**src/rtl/pwm_multi_channel.sv**
```systemverilog
// Multi-channel PWM generator with one shared period counter.
// Every channel has its own duty and output polarity. A duty write is held in
// a per-channel shadow register. It moves into the active register only at a
// period boundary, or on any idle cycle, so a period never shows a mix of two
// duties.
module pwm_multi_channel #(
   parameter int NUM_CH = 4,
   parameter int DUTY_W = 8,
   parameter int PERIOD = 100
) (
   input  logic              clk,
   input  logic              reset,
   input  logic              en,
   input  logic              wr_valid,
   input  logic [3:0]        wr_ch,
   input  logic [DUTY_W-1:0] wr_duty,
   input  logic [NUM_CH-1:0] polarity,
   output logic [NUM_CH-1:0] pwm_out,
   output logic              period_tick
);

   localparam logic [DUTY_W-1:0] PERIOD_V = DUTY_W'(PERIOD);
   localparam logic [DUTY_W-1:0] LAST_CNT = DUTY_W'(PERIOD - 1);

   logic [DUTY_W-1:0] cnt;
   logic [DUTY_W-1:0] active [NUM_CH];
   logic [DUTY_W-1:0] shadow [NUM_CH];
   logic [NUM_CH-1:0] pending;
   logic              wrap;
   logic              apply;

   // Saturate a requested duty to a full period (constant active level).
   function automatic logic [DUTY_W-1:0] clamp_duty(input logic [DUTY_W-1:0] d);
      return (d > PERIOD_V) ? PERIOD_V : d;
   endfunction

   // Shadow-to-active transfer happens at the wrap, and on every idle cycle.
   assign wrap  = (cnt == LAST_CNT);
   assign apply = !en || wrap;

   // Shared period counter and boundary pulse; idle holds the counter at 0.
   always_ff @(posedge clk) begin
      if (reset) begin
         cnt         <= '0;
         period_tick <= 1'b0;
      end else begin
         period_tick <= en && wrap;
         if (apply) begin
            cnt <= '0;
         end else begin
            cnt <= cnt + 1'b1;
         end
      end
   end

   // Per-channel shadow/active duty registers. A write on a transfer cycle
   // only reaches the shadow and stays pending until the next transfer.
   always_ff @(posedge clk) begin
      if (reset) begin
         pending <= '0;
         for (int ch = 0; ch < NUM_CH; ch++) begin
            active[ch] <= '0;
            shadow[ch] <= '0;
         end
      end else begin
         for (int ch = 0; ch < NUM_CH; ch++) begin
            if (apply && pending[ch]) begin
               active[ch] <= shadow[ch];
            end
            if (wr_valid && (wr_ch == 4'(ch))) begin
               shadow[ch]  <= clamp_duty(wr_duty);
               pending[ch] <= 1'b1;
            end else if (apply) begin
               pending[ch] <= 1'b0;
            end
         end
      end
   end

   // Registered outputs: the compare runs one cycle behind the counter.
   // When idle, each output holds its inactive level.
   always_ff @(posedge clk) begin
      if (reset) begin
         pwm_out <= '0;
      end else if (!en) begin
         pwm_out <= polarity;
      end else begin
         for (int ch = 0; ch < NUM_CH; ch++) begin
            pwm_out[ch] <= polarity[ch] ^ (cnt < active[ch]);
         end
      end
   end

endmodule

```
**config.mk**
```make
export PLATFORM = sky130hd
export DESIGN_NAME = pwm_multi_channel
export DESIGN_NICKNAME = d
export VERILOG_FILES = /design/src/rtl/pwm_multi_channel.sv
export SDC_FILE = /design/constraint.sdc
export NUM_CORES = 1
export LEC_CHECK = 0
export ABC_AREA = 0
export BUFFER_PORTS_ARGS = -buffer_cell sky130_fd_sc_hd__buf_4
export CAP_MARGIN = 30
export CORE_MARGIN = 4
export CORE_UTILIZATION = 60
export CTS_CLUSTER_SIZE = 16
export DETAILED_ROUTE_END_ITERATION = 8
export PLACE_DENSITY = 0.76
export SLEW_MARGIN = 40
export SYNTH_ARGS = -nofsm -noshare
export SYNTH_HDL_FRONTEND = slang
export SYNTH_SLANG_ARGS = --single-unit
```
**constraint.sdc**
```tcl
create_clock -name clk -period 2.15 [get_ports clk]
set_input_delay 0.43 -clock clk [delete_from_list [all_inputs] [get_ports clk]]
set_output_delay 0.43 -clock clk [all_outputs]
set_load 0.01 [all_outputs]
```
Word-level counts from Yosys, hierarchy flattened. Memories as Yosys holds them, arrays and structs flattened. Index checks and enable logic that the tools add are counted.

Bits in registers: 17. RAM bits: 64. Output and inout port bits: 5. Memories: 2.

$add $sub $neg: 1. Magnitude comparators: 5. Equality and inequality tests: 4. Muxes and demuxes: 41. Bitwise operators: 12. Reductions and logical operators: 17.

Memory list: active (words 4, width 8, read ports 4, clocked after Yosys merged registers in 0, write ports 4, RTL line 26) `logic [DUTY_W-1:0] active [NUM_CH];`; shadow (words 4, width 8, read ports 4, clocked after Yosys merged registers in 0, write ports 4, RTL line 27) `logic [DUTY_W-1:0] shadow [NUM_CH];`.

Operators by type and width (number): $mux 8 (9); $lt 8x8->1 (4); $mux 1 (31); $logic_and 1x1->1 (9); $add 8x1->8 const B (1); $eq 4x2->1 const B (2); $eq 8x7->1 const B (1); $gt 8x7->1 const B (1); $or 1x1->1 (8); $reduce_bool 2->1 (4); $eq 4x1->1 const B (1); $logic_not 4->1 (1); $mux 4 (1); $xor 1x1->1 (4); $reduce_or 2->1 (1); $logic_not 1->1 (1); $logic_or 1x1->1 (1).

Longest topological paths before layout. Gate-level depths: netlist (run 1).

Word-level depth: 7. Gate-level depth with buffers: 6.

Least setup slack after synthesis (run 1). OpenSTA, ideal clock, no wires.

Path type: input port to flip-flop. Start: input wr_ch[3]. End: memory shadow[0][0], enable pin. Setup time: 384 ps. Arrival: 1448 ps. Data required time: 1766 ps. Path slack: 318 ps. Stages: 3. Path buffers: 0. Cells stage by stage: nor3b_2 > nand2_1 > o21ai_0.

RTL lines: start: declaration (RTL line 15) `input logic [3:0] wr_ch,`; end: declaration (RTL line 27).

==> implementation parameters, run 1 <==
Parameter                              Value

Min path
  Number of cells traversed by the worst hold path ... 3
  Worst min-delay path startpoint ... polarity[0]
  Class of the most critical hold timing path ... in -> reg

Critical path
  Reg2Reg Depth ... 5
  CP Launch Point ... cnt[0]$_SDFF_PP0_
  Type of origin of the critical path ... register
  CP Capture Type ... register
  Arrival time at the worst endpoint ... 1.91 ns
  Start-to-end type of the worst setup path ... reg -> reg
  Origin of the critical flop-to-flop path ... cnt[0]$_SDFF_PP0_
  Crit path required time ... 2.16 ns
  Max FO, Critical Path ... 8

Run status
  Run status ... finished clean

Logic synthesis
  Synth area leaders ... sky130_fd_sc_hd__edfxtp_1, sky130_fd_sc_hd__ha_1, sky130_fd_sc_hd__dfxtp_1
  Async set or reset register ratio after synthesis ... 0%
  Number of different library cells in the post-synthesis netlist ... 37
  Number of instances in the synthesized netlist ... 326
  Yosys reg bits ... 81
  Top cell type by total area after synthesis ... sky130_fd_sc_hd__edfxtp_1
  Number of synthesized flops with an enable pin ... 64
  Average size of a mapped cell ... 11.9 µm²
  Top flip-flop cell by instance count after synthesis ... sky130_fd_sc_hd__edfxtp_1
  Total number of yosys warnings ... 0
  Post-synthesis cell area ... 0.00388 mm²
  Fraction of post-synthesis cell area in the top cell type by area ... 49.6%
  Proportion of synthesized chip area in sequential cells ... 58.3%

Clock tree
  CTS Root Buffer Type ... sky130_fd_sc_hd__clkbuf_8
  Clk Latency, worst-skew pair ... 0.34 ns
  Post-CTS Resized ... 0
  Maximum buffer depth of the clock tree ... 2
  Post-CTS Hold Fix Bufs ... 0
  CTS sink cnt ... 81
  H-tree Lvls ... 3
  Buffers inserted during post-CTS setup optimization ... 0
  Clock transition at the registers of the reported paths ... 0.08 ns
  CTS Buf Count ... 9
  CTS tree ... done

Placed design
  DP Area ... 0.00423 mm²
  Cell total after placement ... 436
  Detailed-placement wirelength estimate ... 5320 µm
  Global placer's final weighted congestion ... 0.818
  Post-Place Setup Slack ... 0.253 ns
  Count of input and output buffers ... 24

Timing
  Post-route clock period utilization ... 88.3%
  RSZ-0062 raised after global routing ... no
  Achievable frequency ... 0.527 GHz
  Final Hold Viols ... 0
  Slew at the pin closest to its max-slew limit ... 0.659 ns
  Final number of setup-violating endpoints ... 0
  Max-Slew Margin vs Limit ... 55.8%
  Total count of max-transition violations in the final report ... 0
  Final-layout setup total negative slack ... 0 ns
  Fin worst setup slack ... 0.252 ns
  Clock period minus worst slack ... 1.90 ns
  Worst-case clock skew ... 0.00499 ns

Pwr
  Total power per unit cell area ... 711 mW/mm²
  Largest voltage drop on the vdd net ... 439 µV
  Leakage Power ... 0.00184 µW

GRT
  Global-route wire length before repair ... 11,600 µm
  GRT Residual Overflow ... 0
  Maximum number of pins on one net before global-route repair ... 21
  Overall routing resource usage ... 19.8%
  Antenna violations before repair ... 0
  Number of global-route vias before repair ... 2,544

Final layout
  Synth-to-layout area growth ... 14.6%
  Net count of the finished layout ... 419
  Antenna fix cells ... 0
  Layout filler cell count ... 459
  Filler-free cell count of the finished design ... 452
  Core Util, Final ... 70.4%
  Proportion of layout cells with a drive suffix above 1 ... 16.0%
  Sequential cell area in the final layout ... 0.00226 mm²
  Cell area after layout ... 0.00444 mm²
  Area taken by multi-input logic gates ... 0.00148 mm²

Job
  Number of max-cap violations ... 0

Floorplanning
  Number of placement rows ... 29
  Starting utilization of the core area ... 61.4%
  I/O pin count ... 25
  Die Width ... 88.4 µm
  Height of the die ... 88.4 µm
  Die outline area ... 0.00781 mm²
  Area of the core ... 0.00631 mm²

Detailed routing
  Final wirelength ... 6770 µm
  Detailed-routing iteration count for the pre-antenna-repair pass ... 4
  Vias per inst ... 5.53
  Routed len/inst ... 15.0 µm
  Violation count after the first detailed-routing iteration ... 73
  Count of vias placed by the detailed router ... 2,499
  ANT nets after route ... 0
  Remaining routing DRC violations ... 0
==> stage by stage <==
step / total power (µW) / hold slack, ns
finish: 3160 / 0.439
global route: 3290 / 0.459
CTS: 3190 / 0.424
detailed placement: 2010 / 0.454
global placement: 2000 / 0.451
floorplan: 1920 / 0.436
==> final cells by class <==
cell class	count	area share [%]
multi-input cells	209	33.2
repair buffers	35	5.91
flip-flops and latches	81	50.9
clock buffers	9	2.79
clock inverters	7	2.11
inverters	34	2.87
well taps	77	2.17
==> power by group <==
part,leakage [µW],switching (µW),internal [µW],total [µW]
Clock,0.000109,532,654,1190
Combinational,0.000954,118,80.8,199
Sequential,0.000775,19.4,1760,1770
==> per-layer routing <==
metal	global-route usage, %	vias to the layer above	wire [µm]
met3	3.45	24	252
met5	0	-	0
li1	-	1246	-
met1	24.7	1157	3060
met4	12.6	0	250
met2	31.8	72	3210
==> state kept, by name, indices dropped and copies added, names as in the netlist <==
signal / flops
pending: 4
period_tick: 1
cnt: 8
shadow: 32
pwm_out: 4
active: 32
==> path summary, 6_finish.rpt <==
path                                endpoint  slack, ns
setup / recovery  active[3][0]$_SDFFCE_PN0P_       0.25
hold / removal         pwm_out[0]$_SDFF_PP0_       0.44
setup reg to reg  active[3][0]$_SDFFCE_PN0P_       0.25
hold reg to reg      pending[0]$_SDFFE_PP0P_       0.47
==> layout by cell type (no fill, tap or decap), types with 8 or more instances in the layout <==
cell type / synthesis / layout
sky130_fd_sc_hd__nand2_1: 21 / 21
sky130_fd_sc_hd__nor2_1: 40 / 40
sky130_fd_sc_hd__clkbuf_8: 0 / 9
sky130_fd_sc_hd__nand3_1: 10 / 10
sky130_fd_sc_hd__and2_1: 34 / 34
sky130_fd_sc_hd__o2111ai_1: 8 / 8
sky130_fd_sc_hd__inv_1: 34 / 34
sky130_fd_sc_hd__dfxtp_1: 17 / 17
sky130_fd_sc_hd__edfxtp_1: 64 / 64
sky130_fd_sc_hd__ha_1: 29 / 29
sky130_fd_sc_hd__buf_4: 0 / 35
==> synthesized netlist by cell type, types with 8 or more instances <==
master,n
sky130_fd_sc_hd__nand3_1,10
sky130_fd_sc_hd__o2111ai_1,8
sky130_fd_sc_hd__ha_1,29
sky130_fd_sc_hd__and2_1,34
sky130_fd_sc_hd__inv_1,34
sky130_fd_sc_hd__edfxtp_1,64
sky130_fd_sc_hd__nor2_1,40
sky130_fd_sc_hd__nand2_1,21
sky130_fd_sc_hd__dfxtp_1,17
==> cell families (layout without fill, tap and decap cells) <==
kind of cell,count (synthesis),after routing,synth area share [%]
buffers and inverters,39,85,3.84
AO/OA/AOI/OAI,35,35,7.10
other,1,4,0.0967
flip-flops,81,81,58.3
AND/OR/NAND/NOR,135,135,19.9
adder cells (fa/ha/maj),29,29,9.36
XOR/XNOR,6,6,1.36
==> worst max-delay path, cell delays in order, from the launching register on <==
cell and delay (ns):
sky130_fd_sc_hd__dfxtp_1 0.35, sky130_fd_sc_hd__ha_1 0.21, sky130_fd_sc_hd__nand4b_1 0.17, sky130_fd_sc_hd__or2_2 0.34, sky130_fd_sc_hd__nand2_1 0.17, sky130_fd_sc_hd__a21o_1 0.34
(Power assumes the default switching activity.)
==> run 2: changes to the inputs <==
- clock period: 2.15 -> 1.8 ns (I/O delays scaled with it)
==> run 2 against run 1 <==
Combinational power is 23% higher. Count of clock-buffer cells in the layout is 1 higher. First-iteration DRC count is 2.7% lower. Final area is 1.6% higher. Non-clock buffer count is 9 higher. Largest cell class unchanged. Largest power group unchanged.
==> implementation parameters, run 2 (synthesis gave the netlist of run 1 again) <==
Parameter                              Value

Run status
  Run status ... finished clean (unchanged)

Timing
  Total count of max-transition violations in the final report ... 0 (unchanged)
  Fin worst setup slack ... 0.0314 ns (was 0.252 ns)
  Achievable frequency ... 0.565 GHz (was 0.527 GHz)
  Post-route clock period utilization ... 98.3% (was 88.3%)
  Final-layout setup total negative slack ... 0 ns (unchanged)
  Final number of setup-violating endpoints ... 0 (unchanged)
  Final Hold Viols ... 0 (unchanged)
  RSZ-0062 raised after global routing ... yes (was no)
  Worst-case clock skew ... 0.00775 ns (was 0.00499 ns)
  Worst hold margin ... 0.367 ns (was 0.439 ns)
  Clock period minus worst slack ... 1.77 ns (was 1.90 ns)

Critical path
  Arrival time at the worst endpoint ... 1.99 ns (was 1.91 ns)
  Setup slack of the most critical reg-to-reg path ... 0.03 ns (was 0.25 ns)
  Type of origin of the critical path ... register (unchanged)
  Max FO, Critical Path ... 8 (unchanged)
  Buffers & Inverters on Critical Path ... 1 (was 0)
  Origin of the critical flop-to-flop path ... cnt[4]$_SDFF_PP0_ (was cnt[0]$_SDFF_PP0_)
  Critical-path cell with the highest stage delay ... sky130_fd_sc_hd__or3_4 (was sky130_fd_sc_hd__dfxtp_1)
  Dominant delay contributor by cell family on the critical path ... simple AND/OR/NAND/NOR gates (unchanged)
  Stage delay of the slowest cell on the critical path ... 0.38 ns (was 0.35 ns)
  CP Capture Type ... register (unchanged)
  Crit path required time ... 2.02 ns (was 2.16 ns)
  Start-to-end type of the worst setup path ... reg -> reg (unchanged)
  CP Launch Point ... cnt[4]$_SDFF_PP0_ (was cnt[0]$_SDFF_PP0_)
  Crit path depth ... 5 (unchanged)
  Critical R2R Capture ... active[1][5]$_SDFFCE_PN0P_ (was active[3][0]$_SDFFCE_PN0P_)
  Reg2Reg Depth ... 5 (unchanged)
  Destination of the critical timing path ... active[1][5]$_SDFFCE_PN0P_ (was active[3][0]$_SDFFCE_PN0P_)
  Ordered list of cells on the worst path ... or3_4, buf_4, o21a_4, nor3b_4, and2_4 (was ha_1, nand4b_1, or2_2, nand2_1, a21o_1)

Pwr
  Leakage Power ... 0.00185 µW (was 0.00184 µW)
  Switching share of power ... 24.3% (was 21.2%)
  Largest voltage drop on the vdd net ... 440 µV (was 439 µV)
  Power spent charging and discharging nets ... 872 µW (was 669 µW)
  Combinational cell fraction of total power ... 6.8% (was 6.3%)
  Sequential Power Share ... 59.2% (was 56.2%)
  Clock network fraction of design power ... 34.0% (was 37.5%)
  Total chip power ... 3590 µW (was 3160 µW)
  Total power per unit cell area ... 794 mW/mm² (was 711 mW/mm²)
  Pint ... 2710 µW (was 2490 µW)

Final layout
  Synth-to-layout area growth ... 16.4% (was 14.6%)
  Filler-free cell count of the finished design ... 461 (was 452)
  Most common library cell in the layout ignoring fill and taps ... sky130_fd_sc_hd__edfxtp_1 (unchanged)
  Largest registers ... active x32, shadow x32, cnt x8 (unchanged)
  Net count of the finished layout ... 428 (was 419)
  Proportion of layout cells with a drive suffix above 1 ... 21.6% (was 16.0%)
  Antenna fix cells ... 0 (unchanged)
  Highest-count cells in the layout ignoring fill and taps ... sky130_fd_sc_hd__edfxtp_1, sky130_fd_sc_hd__buf_4, sky130_fd_sc_hd__nor2_1, sky130_fd_sc_hd__inv_1, sky130_fd_sc_hd__and2_1 (was sky130_fd_sc_hd__edfxtp_1, sky130_fd_sc_hd__nor2_1, sky130_fd_sc_hd__buf_4, sky130_fd_sc_hd__inv_1, sky130_fd_sc_hd__and2_1)

Detailed routing
  Count of vias placed by the detailed router ... 2,497 (was 2,499)
  Violation count after the first detailed-routing iteration ... 71 (was 73)
  ANT nets after route ... 0 (unchanged)
  Final wirelength ... 7450 µm (was 6770 µm)
  Remaining routing DRC violations ... 0 (unchanged)
  Routed len/inst ... 16.2 µm (was 15.0 µm)
  Detailed-routing iteration count for the pre-antenna-repair pass ... 4 (unchanged)
  Vias per inst ... 5.42 (was 5.53)

Clock tree
  H-tree Lvls ... 3 (unchanged)
  Clock transition at the registers of the reported paths ... 0.09 ns (was 0.08 ns)
  Post-CTS Hold Fix Bufs ... 0 (unchanged)
  Clk Latency, worst-skew pair ... 0.35 ns (was 0.34 ns)
  Maximum buffer depth of the clock tree ... 2 (unchanged)
  CTS tree ... done (unchanged)
  CTS Buf Count ... 9 (unchanged)
  CTS Root Buffer Type ... sky130_fd_sc_hd__clkbuf_8 (unchanged)
  CTS sink cnt ... 81 (unchanged)

Placed design
  Cell total after placement ... 445 (was 436)
  Detailed-placement wirelength estimate ... 5640 µm (was 5320 µm)
  Post-Place Setup Slack ... -0.0545 ns (was 0.253 ns)
  Count of input and output buffers ... 24 (unchanged)
  Global placer's final weighted congestion ... 0.772 (was 0.818)

Floorplanning
  Starting utilization of the core area ... 61.4% (unchanged)
  Die outline area ... 0.00781 mm² (unchanged)
  Number of placement rows ... 29 (unchanged)
  Area of the core ... 0.00631 mm² (unchanged)
  I/O pin count ... 25 (unchanged)
  Height of the die ... 88.4 µm (unchanged)
  Die Width ... 88.4 µm (unchanged)

GRT
  Global-route wire length before repair ... 12,300 µm (was 11,600 µm)
  Most crowded layer after global routing ... met2 (unchanged)
  GR Util met1 ... 25.6% (was 24.7%)
  Antenna violations before repair ... 0 (unchanged)
  Number of global-route vias before repair ... 2,601 (was 2,544)
  GR Util met2 ... 38.0% (was 31.8%)
  GRT Residual Overflow ... 0 (unchanged)
  Maximum number of pins on one net before global-route repair ... 21 (unchanged)
  Met3 GRT Util ... 3.17% (was 3.45%)
  Overall routing resource usage ... 21.2% (was 19.8%)

Min path
  Class of the most critical hold timing path ... in -> reg (unchanged)
  Worst min-delay path startpoint ... polarity[2] (was polarity[0])

Job
  Number of max-cap violations ... 0 (unchanged)
==> run 2: cell count changes in the layout (fill, tap and decap cells not counted), sizes merged <==
cell,change
buf,+9
clkinv,-4
clkinvlp,+3
bufinv,-2
inv,+2
clkbuf,+1
==> run 2: final cells by class <==
| type | count | area, µm² |
|---|---|---|
| Tap cell | 77 | 96.3 |
| Fill cell | 439 | 1800 |
| Clock inverter | 6 | 48.8 |
| Sequential cell | 81 | 2270 |
| Clock buffer | 10 | 128 |
| Inverter | 34 | 128 |
| Multi-Input combinational cell | 209 | 1520 |
| Timing Repair Buffer | 44 | 330 |
==> run 2: tightest hold or removal path, delay by kind of cell <==
family / cells / cell delay, ns
AOI/OAI and AO/OA: 1 / 0.12
buffers and inverters: 2 / 0.18
==> run 2: metal layers <==
layer	routed length, µm	share of wire, %
met5	0	0
met2	3840	52
met3	240	3.2
met4	128	1.7
met1	3230	43
==> run 2: per-stage QoR <==
stage	utilization, %	instance area, µm²
final	71.5	4510
after global routing	71.5	4510
after CTS	70.9	4480
after detailed placement	68.0	4290
after global placement	68.0	4290
after floorplan	-	3890
==> run 2: worst min path at each step <==
| stage | end | depth (start not counted) | slack, ns |
|---|---|---|---|
| floorplan | pending[0]$_SDFFE_PP0P_ | 2 | 0.44 |
| global placement | pending[0]$_SDFFE_PP0P_ | 2 | 0.45 |
| detailed placement | pending[2]$_SDFFE_PP0P_ | 2 | 0.47 |
| CTS | pwm_out[2]$_SDFF_PP0_ | 3 | 0.36 |
| global route | pwm_out[1]$_SDFF_PP0_ | 3 | 0.39 |
| finish | pwm_out[2]$_SDFF_PP0_ | 3 | 0.37 |
==> run 2: what timing repair did <==
action / CTS / global route
pin swaps: 0 / 5
setup endpoints to repair: 32 / 44
gates resized for setup: 4 / 10
buffers inserted: 0 / 0
==> run 2: power by group through the flow <==
stage	Combinational (µW)	Sequential (µW)	Clock (µW)
finish	245	2120	1220
global placement	233	2160	0
floorplan	131	2160	0
CTS	247	2120	1230
detailed placement	242	2160	0
global route	275	2130	1320
==> run 3: changes to the inputs <==
- CELL_PAD_IN_SITES_DETAIL_PLACEMENT: unset -> 1
- CELL_PAD_IN_SITES_GLOBAL_PLACEMENT: unset -> 1
- CORE_UTILIZATION: 60 -> 49
==> run 3 against run 2 <==
Via count grew 3.0%. Core utilization shrank 13 points. Register-to-register slack is essentially flat. Sequential power is essentially flat. Clock power is essentially flat. Fmax grew 0.58%. Sequential share of layout area shrank 0.18 points. Critical path depth shrank 1. Hold slack lost 0.00054 ns. Critical path type unchanged. Critical endpoint is now active[0][3]$_SDFFCE_PN0P_.
==> implementation parameters, run 3 (synthesis gave the netlist of run 1 again) <==
Parameter                              Value

Floorplanning
  Area of the core ... 0.00773 mm² (was 0.00631 mm²)
  I/O pin count ... 25 (unchanged)
  Number of placement rows ... 32 (was 29)
  Die Width ... 97.0 µm (was 88.4 µm)
  Die outline area ... 0.00940 mm² (was 0.00781 mm²)
  Height of the die ... 97.0 µm (was 88.4 µm)
  Starting utilization of the core area ... 50.2% (was 61.4%)

Critical path
  CP Capture Type ... register (unchanged)
  Arrival time at the worst endpoint ... 1.80 ns (was 1.99 ns)
  Critical R2R Capture ... active[0][3]$_SDFFCE_PN0P_ (was active[1][5]$_SDFFCE_PN0P_)
  Start-to-end type of the worst setup path ... reg -> reg (unchanged)
  Setup slack of the most critical reg-to-reg path ... 0.04 ns (was 0.03 ns)
  Type of origin of the critical path ... register (unchanged)
  Critical-path cell with the highest stage delay ... sky130_fd_sc_hd__or3_4 (unchanged)
  Reg2Reg Depth ... 4 (was 5)
  Max FO, Critical Path ... 8 (unchanged)
  Ordered list of cells on the worst path ... or3_4, or2_2, nand2_1, a21o_2 (was or3_4, buf_4, o21a_4, nor3b_4, and2_4)
  Origin of the critical flop-to-flop path ... cnt[4]$_SDFF_PP0_ (unchanged)
  Crit path required time ... 1.85 ns (was 2.02 ns)
  Stage delay of the slowest cell on the critical path ... 0.37 ns (was 0.38 ns)
  CP Launch Point ... cnt[4]$_SDFF_PP0_ (unchanged)

Run status
  Run status ... finished clean (unchanged)

Clock tree
  CTS tree ... done (unchanged)
  Buffers inserted during post-CTS setup optimization ... 0 (unchanged)
  Clock transition at the registers of the reported paths ... 0.09 ns (about the same)
  CTS Root Buffer Type ... sky130_fd_sc_hd__clkbuf_8 (unchanged)
  Post-CTS Hold Fix Bufs ... 0 (unchanged)
  Clk Latency, worst-skew pair ... 0.35 ns (about the same)
  H-tree Lvls ... 3 (unchanged)
  CTS sink cnt ... 81 (unchanged)
  Maximum buffer depth of the clock tree ... 2 (unchanged)
  CTS Buf Count ... 9 (unchanged)

Min path
  Hold Crit Endpoint ... pwm_out[1]$_SDFF_PP0_ (was pwm_out[2]$_SDFF_PP0_)
  Worst min-delay path startpoint ... polarity[1] (was polarity[2])
  Class of the most critical hold timing path ... in -> reg (unchanged)
  Number of cells traversed by the worst hold path ... 3 (unchanged)

Job
  Number of max-cap violations ... 0 (unchanged)

Final layout
  Most common library cell in the layout ignoring fill and taps ... sky130_fd_sc_hd__edfxtp_1 (unchanged)
  Proportion of layout cells with a drive suffix above 1 ... 21.2% (was 21.6%)
  Antenna fix cells ... 0 (unchanged)
  Net count of the finished layout ... 430 (was 428)
  Largest registers ... active x32, shadow x32, cnt x8 (unchanged)
  Highest-count cells in the layout ignoring fill and taps ... sky130_fd_sc_hd__edfxtp_1, sky130_fd_sc_hd__buf_4, sky130_fd_sc_hd__nor2_1, sky130_fd_sc_hd__inv_1, sky130_fd_sc_hd__and2_1 (unchanged)
  Sequential cell area in the final layout ... 0.00227 mm² (about the same)
  Filler-free cell count of the finished design ... 488 (was 461)
  Layout filler cell count ... 838 (was 439)
  Cell area after layout ... 0.00453 mm² (was 0.00451 mm²)
  Area taken by multi-input logic gates ... 0.00149 mm² (was 0.00152 mm²)
  Synth-to-layout area growth ... 16.9% (was 16.4%)

Timing
  Clock period minus worst slack ... 1.76 ns (was 1.77 ns)
  Final Hold Viols ... 0 (unchanged)
  Final-layout setup total negative slack ... 0 ns (unchanged)
  Post-route clock period utilization ... 97.7% (was 98.3%)
  RSZ-0062 raised after global routing ... yes (unchanged)
  Worst-case clock skew ... 0.0152 ns (was 0.00775 ns)
  Total count of max-transition violations in the final report ... 0 (unchanged)
  Worst hold margin ... 0.366 ns (was 0.367 ns)
  Achievable frequency ... 0.569 GHz (was 0.565 GHz)
  Fin worst setup slack ... 0.0416 ns (was 0.0314 ns)
  Final number of setup-violating endpoints ... 0 (unchanged)

Detailed routing
  ANT nets after route ... 0 (unchanged)
  Final wirelength ... 8410 µm (was 7450 µm)
  Count of vias placed by the detailed router ... 2,573 (was 2,497)
  Violation count after the first detailed-routing iteration ... 101 (was 71)
  Routed len/inst ... 17.2 µm (was 16.2 µm)
  Detailed-routing iteration count for the pre-antenna-repair pass ... 4 (unchanged)
  Vias per inst ... 5.27 (was 5.42)
  Remaining routing DRC violations ... 0 (unchanged)

Placed design
  DP Area ... 0.00434 mm² (was 0.00429 mm²)
  Detailed-placement wirelength estimate ... 6570 µm (was 5640 µm)
  Cell total after placement ... 472 (was 445)
  Post-Place Setup Slack ... -0.0476 ns (was -0.0545 ns)
  Global placer's final weighted congestion ... 0.812 (was 0.772)
  Count of input and output buffers ... 24 (unchanged)

GRT
  GRT Residual Overflow ... 0 (unchanged)
  Antenna violations before repair ... 0 (unchanged)
  Global-route wire length before repair ... 14,000 µm (was 12,300 µm)
  Maximum number of pins on one net before global-route repair ... 16 (was 21)
  Overall routing resource usage ... 18.9% (was 21.2%)
  Number of global-route vias before repair ... 2,730 (was 2,601)

Pwr
  Largest voltage drop on the vdd net ... 469 µV (was 440 µV)
  Leakage Power ... 0.00186 µW (was 0.00185 µW)
  Total power per unit cell area ... 793 mW/mm² (was 794 mW/mm²)
run 3: routing by layer:
layer  GRT usage (%)  vias up  routed length [µm]
met2            32.0       47                4220
met4            5.29        0                  99
met1            24.5     1250                3800
met3            3.97        9                 294
met5               0        -                   0
li1                -     1267                   -
run 3: metrics by stage:
stage          util, %  total power (µW)
2_1_floorplan        -              2290
3_3_place_gp      56.2              2400
3_5_place_dp      56.2              2420
4_1_cts           58.5              3640
5_1_grt           58.7              3760
6_report          58.7              3600
run 3: worst max path at each step:
stage	to	slack (ns)	cells after the start
finish	active[0][3]$_SDFFCE_PN0P_	0.04	4
global route	pwm_out[2]$_SDFF_PP0_	-0.04	6
CTS	active[0][3]$_SDFFCE_PN0P_	0.03	4
detailed placement	active[3][5]$_SDFFCE_PN0P_	-0.05	4
global placement	active[1][5]$_SDFFCE_PN0P_	-0.01	4
floorplan	active[0][0]$_SDFFCE_PN0P_	0.005	5
run 3: cell type report:
class | instances | area share (%)
Sequential cell | 81 | 50.0
Timing Repair Buffer | 46 | 7.62
Tap cell | 102 | 2.82
Multi-Input combinational cell | 209 | 32.8
Clock inverter | 6 | 1.10
Clock buffer | 10 | 2.82
Inverter | 34 | 2.82
run 3: repair_timing:
action,CTS,global route
endpoints found under the setup margin,32,29
pin swaps,0,3
resized for setup,4,6
run 3: critical path: cells and delay by family (launching register included):
family           cells  cell delay, ns
AO/OA/AOI/OAI        1            0.27
flip-flops           1            0.33
AND/OR/NAND/NOR      3            0.87
run 3: power breakdown:
| group | total (µW) | internal, µW | switching (µW) |
|---|---|---|---|
| logic | 255 | 104 | 151 |
| clock network | 1220 | 519 | 698 |
| registers | 2120 | 2100 | 26.8 |
